<file path="config.mk">
export PLATFORM = sky130hd
export DESIGN_NAME = multi_stack
export DESIGN_NICKNAME = d
export VERILOG_FILES = /design/src/rtl/multi_stack.sv
export SDC_FILE = /design/constraint.sdc
export NUM_CORES = 2
export LEC_CHECK = 0
export ABC_CLOCK_PERIOD_IN_PS = 6000
export BUFFER_PORTS_ARGS = -buffer_cell sky130_fd_sc_hd__buf_2
export CORE_MARGIN = 2
export CORE_UTILIZATION = 40
export DETAILED_ROUTE_END_ITERATION = 16
export PLACE_DENSITY = 0.63
export SLEW_MARGIN = 20
export SYNTH_ARGS = -nofsm -noshare
export SYNTH_HDL_FRONTEND = slang
export SYNTH_SLANG_ARGS = --single-unit
</file>
<file path="constraint.sdc">
create_clock -name clk -period 6 [get_ports clk]
set_input_delay 0.6 -clock clk [delete_from_list [all_inputs] [get_ports clk]]
set_output_delay 0.6 -clock clk [all_outputs]
set_load 0.01 [all_outputs]
</file>
<file path="src/rtl/multi_stack.sv">
// Multi-channel LIFO: NUM_CH independent stacks sharing one storage array and
// one push/pop port, with replace-top, registered pop data and error pulses.
module multi_stack #(
    parameter int DATA_WIDTH = 32,
    parameter int ADDR_WIDTH = 4,
    parameter int NUM_CH     = 4,
    parameter int CH_WIDTH   = (NUM_CH > 1) ? $clog2(NUM_CH) : 1
) (
    input  logic                  clk,
    input  logic                  rst,
    input  logic [CH_WIDTH-1:0]   ch_sel,
    input  logic                  push,
    input  logic [DATA_WIDTH-1:0] wr_data,
    input  logic                  pop,
    output logic [DATA_WIDTH-1:0] rd_data,
    output logic                  rd_valid,
    output logic [NUM_CH-1:0]     full,
    output logic [NUM_CH-1:0]     empty,
    output logic [ADDR_WIDTH:0]   level,
    output logic                  overflow,
    output logic                  underflow
);

    localparam int DEPTH     = 2**ADDR_WIDTH;
    localparam int MEM_WORDS = NUM_CH * DEPTH;
    localparam int MEM_AW    = CH_WIDTH + ADDR_WIDTH;

    typedef logic [ADDR_WIDTH:0] ptr_t;

    logic [DATA_WIDTH-1:0] mem [MEM_WORDS];

    ptr_t                  sp_q [NUM_CH];
    ptr_t                  sp_d [NUM_CH];
    logic [DATA_WIDTH-1:0] rd_data_q, rd_data_d;
    logic                  rd_valid_q, rd_valid_d;
    logic                  overflow_q, overflow_d;
    logic                  underflow_q, underflow_d;

    logic                  chValid;
    logic [CH_WIDTH-1:0]   chIdx;
    ptr_t                  curSp;
    ptr_t                  topSp;
    logic                  curFull;
    logic                  curEmpty;
    logic                  memWe;
    logic [MEM_AW-1:0]     wrAddr;
    logic [MEM_AW-1:0]     rdAddr;
    logic [DATA_WIDTH-1:0] memRdData;

    always_comb begin
        for (int c = 0; c < NUM_CH; c++) begin
            full[c]  = (sp_q[c] == ptr_t'(DEPTH));
            empty[c] = (sp_q[c] == '0);
        end
    end

    // Out-of-range channel indices fold onto channel 0 but are never acted upon.
    always_comb begin
        chValid   = ({1'b0, ch_sel} < (CH_WIDTH+1)'(NUM_CH));
        chIdx     = chValid ? ch_sel : '0;
        curSp     = sp_q[chIdx];
        topSp     = curSp - 1'b1;
        curFull   = (curSp == ptr_t'(DEPTH));
        curEmpty  = (curSp == '0);
        level     = chValid ? curSp : '0;
        rdAddr    = {chIdx, topSp[ADDR_WIDTH-1:0]};
        memRdData = mem[rdAddr];
    end

    always_comb begin
        sp_d        = sp_q;
        rd_data_d   = rd_data_q;
        rd_valid_d  = 1'b0;
        overflow_d  = 1'b0;
        underflow_d = 1'b0;
        memWe       = 1'b0;
        wrAddr      = {chIdx, curSp[ADDR_WIDTH-1:0]};
        if (chValid) begin
            if (push && pop) begin
                rd_valid_d = 1'b1;
                if (curEmpty) begin
                    rd_data_d = wr_data;
                end else begin
                    rd_data_d = memRdData;
                    memWe     = 1'b1;
                    wrAddr    = {chIdx, topSp[ADDR_WIDTH-1:0]};
                end
            end else if (push) begin
                if (curFull) begin
                    overflow_d = 1'b1;
                end else begin
                    memWe        = 1'b1;
                    sp_d[chIdx]  = curSp + 1'b1;
                end
            end else if (pop) begin
                if (curEmpty) begin
                    underflow_d = 1'b1;
                end else begin
                    rd_data_d    = memRdData;
                    rd_valid_d   = 1'b1;
                    sp_d[chIdx]  = topSp;
                end
            end
        end
    end

    always_ff @(posedge clk) begin
        if (rst) begin
            sp_q        <= '{default: '0};
            rd_data_q   <= '0;
            rd_valid_q  <= 1'b0;
            overflow_q  <= 1'b0;
            underflow_q <= 1'b0;
        end else begin
            sp_q        <= sp_d;
            rd_data_q   <= rd_data_d;
            rd_valid_q  <= rd_valid_d;
            overflow_q  <= overflow_d;
            underflow_q <= underflow_d;
        end
    end

    // Storage has no reset; a reset only clears the pointers.
    always_ff @(posedge clk) begin
        if (memWe && !rst) begin
            mem[wrAddr] <= wr_data;
        end
    end

    assign rd_data   = rd_data_q;
    assign rd_valid  = rd_valid_q;
    assign overflow  = overflow_q;
    assign underflow = underflow_q;

endmodule
</file>
==> summary.txt <==
==================================================================================================
Drt via density                                                                               5.91
Maximum clock skew at final layout                                                       0.0329 ns
Vertical extent of the die                                                                  457 um
Final setup slack of the worst path                                                        1.34 ns
Violation count after the first detailed-route iteration                                      5423
Antenna violations before repair                                                                17
Endpoint required time on the critical path                                                6.67 ns
Total Nets Final                                                                              4598
Mapped Area                                                                             0.0820 mm2
Layer carrying the most global-route usage                                                    met2
Synthesized flop and latch total                                                              2103
Worst min-delay path category                                                         primary input to register
Worst-Skew Late Latency                                                                    0.84 ns
Peak supply drop                                                                        0.000272 V
Setup Crit Path Kind                                                                  register to register
Run status                                                                            finished, final reports clean
Number of global-route vias before repair                                                    43.5k
Origin of the worst min-delay path                                                            push
Max-capacitance violation count                                                                  0
Met1 Resource Use GR                                                                         0.287
Placer's final routability congestion estimate                                               0.829
Worst setup timing slack at the placement stage                                           0.991 ns
CTS tree                                                                                      done
Leakage component of the power                                                             29.5 nW
CTS Buffer Depth                                                                                 3
Total number of yosys warnings                                                                   0
Share of flip-flops with an asynchronous set or reset after synthesis                            0
Number of hold-slack violations in the final timing report                                       0
Cell count after synthesis                                                                    4331
Die area                                                                                 0.209 mm2
Final instance area                                                                     0.0938 mm2
Average footprint of a synthesized cell                                                   18.9 um2
Endpoint of the lowest-slack register-to-register path                                rd_data[10]$_SDFFE_PP0P_
TritonCTS buffer count                                                                         199
Fillers                                                                                      17.0k
First-pass GRT wire length                                                               318000 um
Part of the cycle the worst path needs                                                       0.776
Cell taking the most area after synthesis                                             sky130_fd_sc_hd__edfxtp_1
Total power divided by cell area                                                        338 mW/mm2
Synthesis-to-finish area growth                                                              14.3%
Pin count of the biggest net entering global routing                                           129
Post-synth top flop                                                                   sky130_fd_sc_hd__edfxtp_1
Final period demand of the worst path                                                      4.66 ns
Clock transition time at the flip-flop clock pins of the worst setup and hold paths        0.06 ns
CTS Sinks                                                                                     2103
Cts repair resizes                                                                               0
Number of enable-type register cells in the synthesized netlist                               2048
Critical Path AT                                                                           5.33 ns
Routing usage on met2                                                                        0.345
Placeable core region                                                                    0.204 mm2
Maximum achievable frequency                                                               215 MHz
Element type at the critical path start                                                   register
Worst Hold Path Cells                                                                            2
Transition time at the pin with the least slew margin                                      1.17 ns
Normalized max-slew margin                                                                   0.216
Proportion of layout cells with a drive suffix above 1                                       0.225
Starting Density                                                                             0.402
Post-detailed-routing wire length                                                        222000 um
Most frequent cells after synthesis                                                   sky130_fd_sc_hd__edfxtp_1, sky130_fd_sc_hd__nand2_1, sky130_fd_sc_hd__mux4_2
Library cell with the highest instance count after synthesis                          sky130_fd_sc_hd__edfxtp_1
Port bufs                                                                                       85
Final slew viol count                                                                            0
Number of cells on the worst reg-to-reg path                                                    12
Fraction of post-synthesis cell area in the top cell type by area                            0.750
Ranking of synthesized cells by area                                                  sky130_fd_sc_hd__edfxtp_1, sky130_fd_sc_hd__mux4_2, sky130_fd_sc_hd__mux2i_1
Via count                                                                                    43.8k
Site Rows                                                                                      166
Congestion Overflow GR                                                                           0
Final setup violation count                                                                      0
Cell at the root of the clock tree                                                    sky130_fd_sc_hd__clkbuf_16
DRT Pass-1 Iters                                                                                 6
Number of unique standard cell types used by synthesis                                          62
H-tree depth                                                                                     4
Buffers inserted by post-CTS timing repair                                                       0
Horizontal extent of the die                                                                457 um
Worst Hold End                                                                        underflow$_SDFF_PP0_
Post-Syn Nets                                                                                 4371
Category of the worst setup path capture point                                            register
I/O Pins                                                                                        86
Cell area after placement                                                               0.0873 mm2
Final HPWL from detailed placement                                                       124000 um
Hold-fix buffers, CTS                                                                            0
Met3 Use GR                                                                                 0.0364
Residual DRC count                                                                               0
R2r setup slk                                                                              1.34 ns
CP Max Fanout                                                                                   32
Setup repair after global routing missed its margin                                          false
Portion of the post-synthesis area used by sequential elements                               0.763
DRT antenna net count                                                                            0
Combined global-route utilization of all metal layers                                        0.210
Routed wire length per instance                                                            29.9 um
==================================================================================================
report_power, final:
part	leakage (nW)	internal, W	switching [W]
registers	18.9	0.0162	0.0000510
clock network	3.16	0.00716	0.00537
logic	7.49	0.000954	0.00198
routing by layer:
metal  vias to the layer above  wire [um]
li1                      18226          -
met1                     23314      89200
met2                      1917     108000
met3                       347      17700
met4                         0       6530
met5                         -          0
critical path, stage by stage (launching register included):
cell and delay [ns]:
sky130_fd_sc_hd__dfxtp_1 0.34, sky130_fd_sc_hd__mux4_4 0.79, sky130_fd_sc_hd__inv_6 0.14, sky130_fd_sc_hd__ha_4 0.23, sky130_fd_sc_hd__xor2_4 0.40, sky130_fd_sc_hd__buf_12 0.29
sky130_fd_sc_hd__buf_4 0.22, sky130_fd_sc_hd__buf_4 0.14, sky130_fd_sc_hd__mux4_2 0.27, sky130_fd_sc_hd__and2_1 0.16, sky130_fd_sc_hd__o311a_1 0.40, sky130_fd_sc_hd__a31oi_1 0.88
sky130_fd_sc_hd__a221oi_2 0.17
cell usage in the layout, fill, tap and decap left out, types with 6 or more instances in the layout:
| cell | instances |
|---|---|
| sky130_fd_sc_hd__inv_6 | 7 |
| sky130_fd_sc_hd__bufinv_16 | 18 |
| sky130_fd_sc_hd__buf_2 | 85 |
| sky130_fd_sc_hd__and2_1 | 40 |
| sky130_fd_sc_hd__clkbuf_1 | 59 |
| sky130_fd_sc_hd__buf_4 | 186 |
| sky130_fd_sc_hd__a221o_1 | 28 |
| sky130_fd_sc_hd__o221ai_1 | 56 |
| sky130_fd_sc_hd__nor2b_1 | 12 |
| sky130_fd_sc_hd__mux2_2 | 11 |
| sky130_fd_sc_hd__a21oi_1 | 77 |
| sky130_fd_sc_hd__a31oi_1 | 65 |
| sky130_fd_sc_hd__buf_12 | 44 |
| sky130_fd_sc_hd__o21a_1 | 7 |
| sky130_fd_sc_hd__nand4_1 | 57 |
| sky130_fd_sc_hd__clkinv_1 | 34 |
| sky130_fd_sc_hd__nor2_1 | 30 |
| sky130_fd_sc_hd__clkinv_2 | 32 |
| sky130_fd_sc_hd__a2111oi_0 | 7 |
| sky130_fd_sc_hd__nand3_1 | 164 |
| sky130_fd_sc_hd__dfxtp_1 | 55 |
| sky130_fd_sc_hd__nor2_4 | 70 |
| sky130_fd_sc_hd__o311a_1 | 56 |
| sky130_fd_sc_hd__xnor2_1 | 6 |
| sky130_fd_sc_hd__a221oi_2 | 29 |
| sky130_fd_sc_hd__edfxtp_1 | 2048 |
| sky130_fd_sc_hd__nand2_1 | 439 |
| sky130_fd_sc_hd__clkbuf_8 | 10 |
| sky130_fd_sc_hd__o21ai_0 | 32 |
| sky130_fd_sc_hd__clkbuf_16 | 205 |
| sky130_fd_sc_hd__mux4_2 | 344 |
| sky130_fd_sc_hd__o22ai_1 | 34 |
| sky130_fd_sc_hd__a32oi_1 | 68 |
| sky130_fd_sc_hd__mux2i_1 | 236 |
through the flow:
| step | cells | util | total power (W) | hold slack [ns] | TNS, ns |
|---|---|---|---|---|---|
| global placement | 7045 | 0.428 | 0.0194 | 0.459 | 0 |
| finish | 7416 | 0.459 | 0.0317 | 0.135 | 0 |
| CTS | 7414 | 0.459 | 0.0319 | 0.0718 | 0 |
| floorplan | 4331 | - | 0.0181 | 0.441 | -176.97 |
| global route | 7416 | 0.459 | 0.0325 | 0.138 | 0 |
| detailed placement | 7045 | 0.428 | 0.0195 | 0.466 | 0 |
registers in the layout, indices dropped and copies added (netlist names), named ones only:
signal     cells
underflow      1
rd_valid       1
sp_q          16
mem         2048
overflow       1
rd_data       32
worst max path at each step:
stage,end,startpoint
after floorplan,mem[62][0]$_DFFE_PP_,ch_sel[1]
after global placement,rd_data[11]$_SDFFE_PP0P_,ch_sel[1]
after detailed placement,rd_data[4]$_SDFFE_PP0P_,ch_sel[1]
after CTS,mem[36][27]$_DFFE_PP_,register
after global routing,mem[36][7]$_DFFE_PP_,register
final,rd_data[10]$_SDFFE_PP0P_,register
cell type report:
cell class                      count  area, um2  area share
Inverter                            5       31.3    0.000334
Clock buffer                      274       5490      0.0585
Antenna cell                        2       5.00   0.0000534
Sequential cell                  2103      62600       0.668
Clock inverter                     95        955      0.0102
Multi-Input combinational cell   1934      18600       0.199
Tap cell                         2688       3360      0.0359
Timing Repair Buffer              315       2700      0.0288
cell families after synthesis:
kind of cell,after synthesis,share of synthesized area
flops,2103,0.763
simple gates,838,0.0456
mux,596,0.126
compound gates,489,0.0474
buf+inv,294,0.0168
xor+xnor,9,0.00128
fa+ha+maj,2,0.000305
Note: power is estimated with default switching activity, not from simulation.
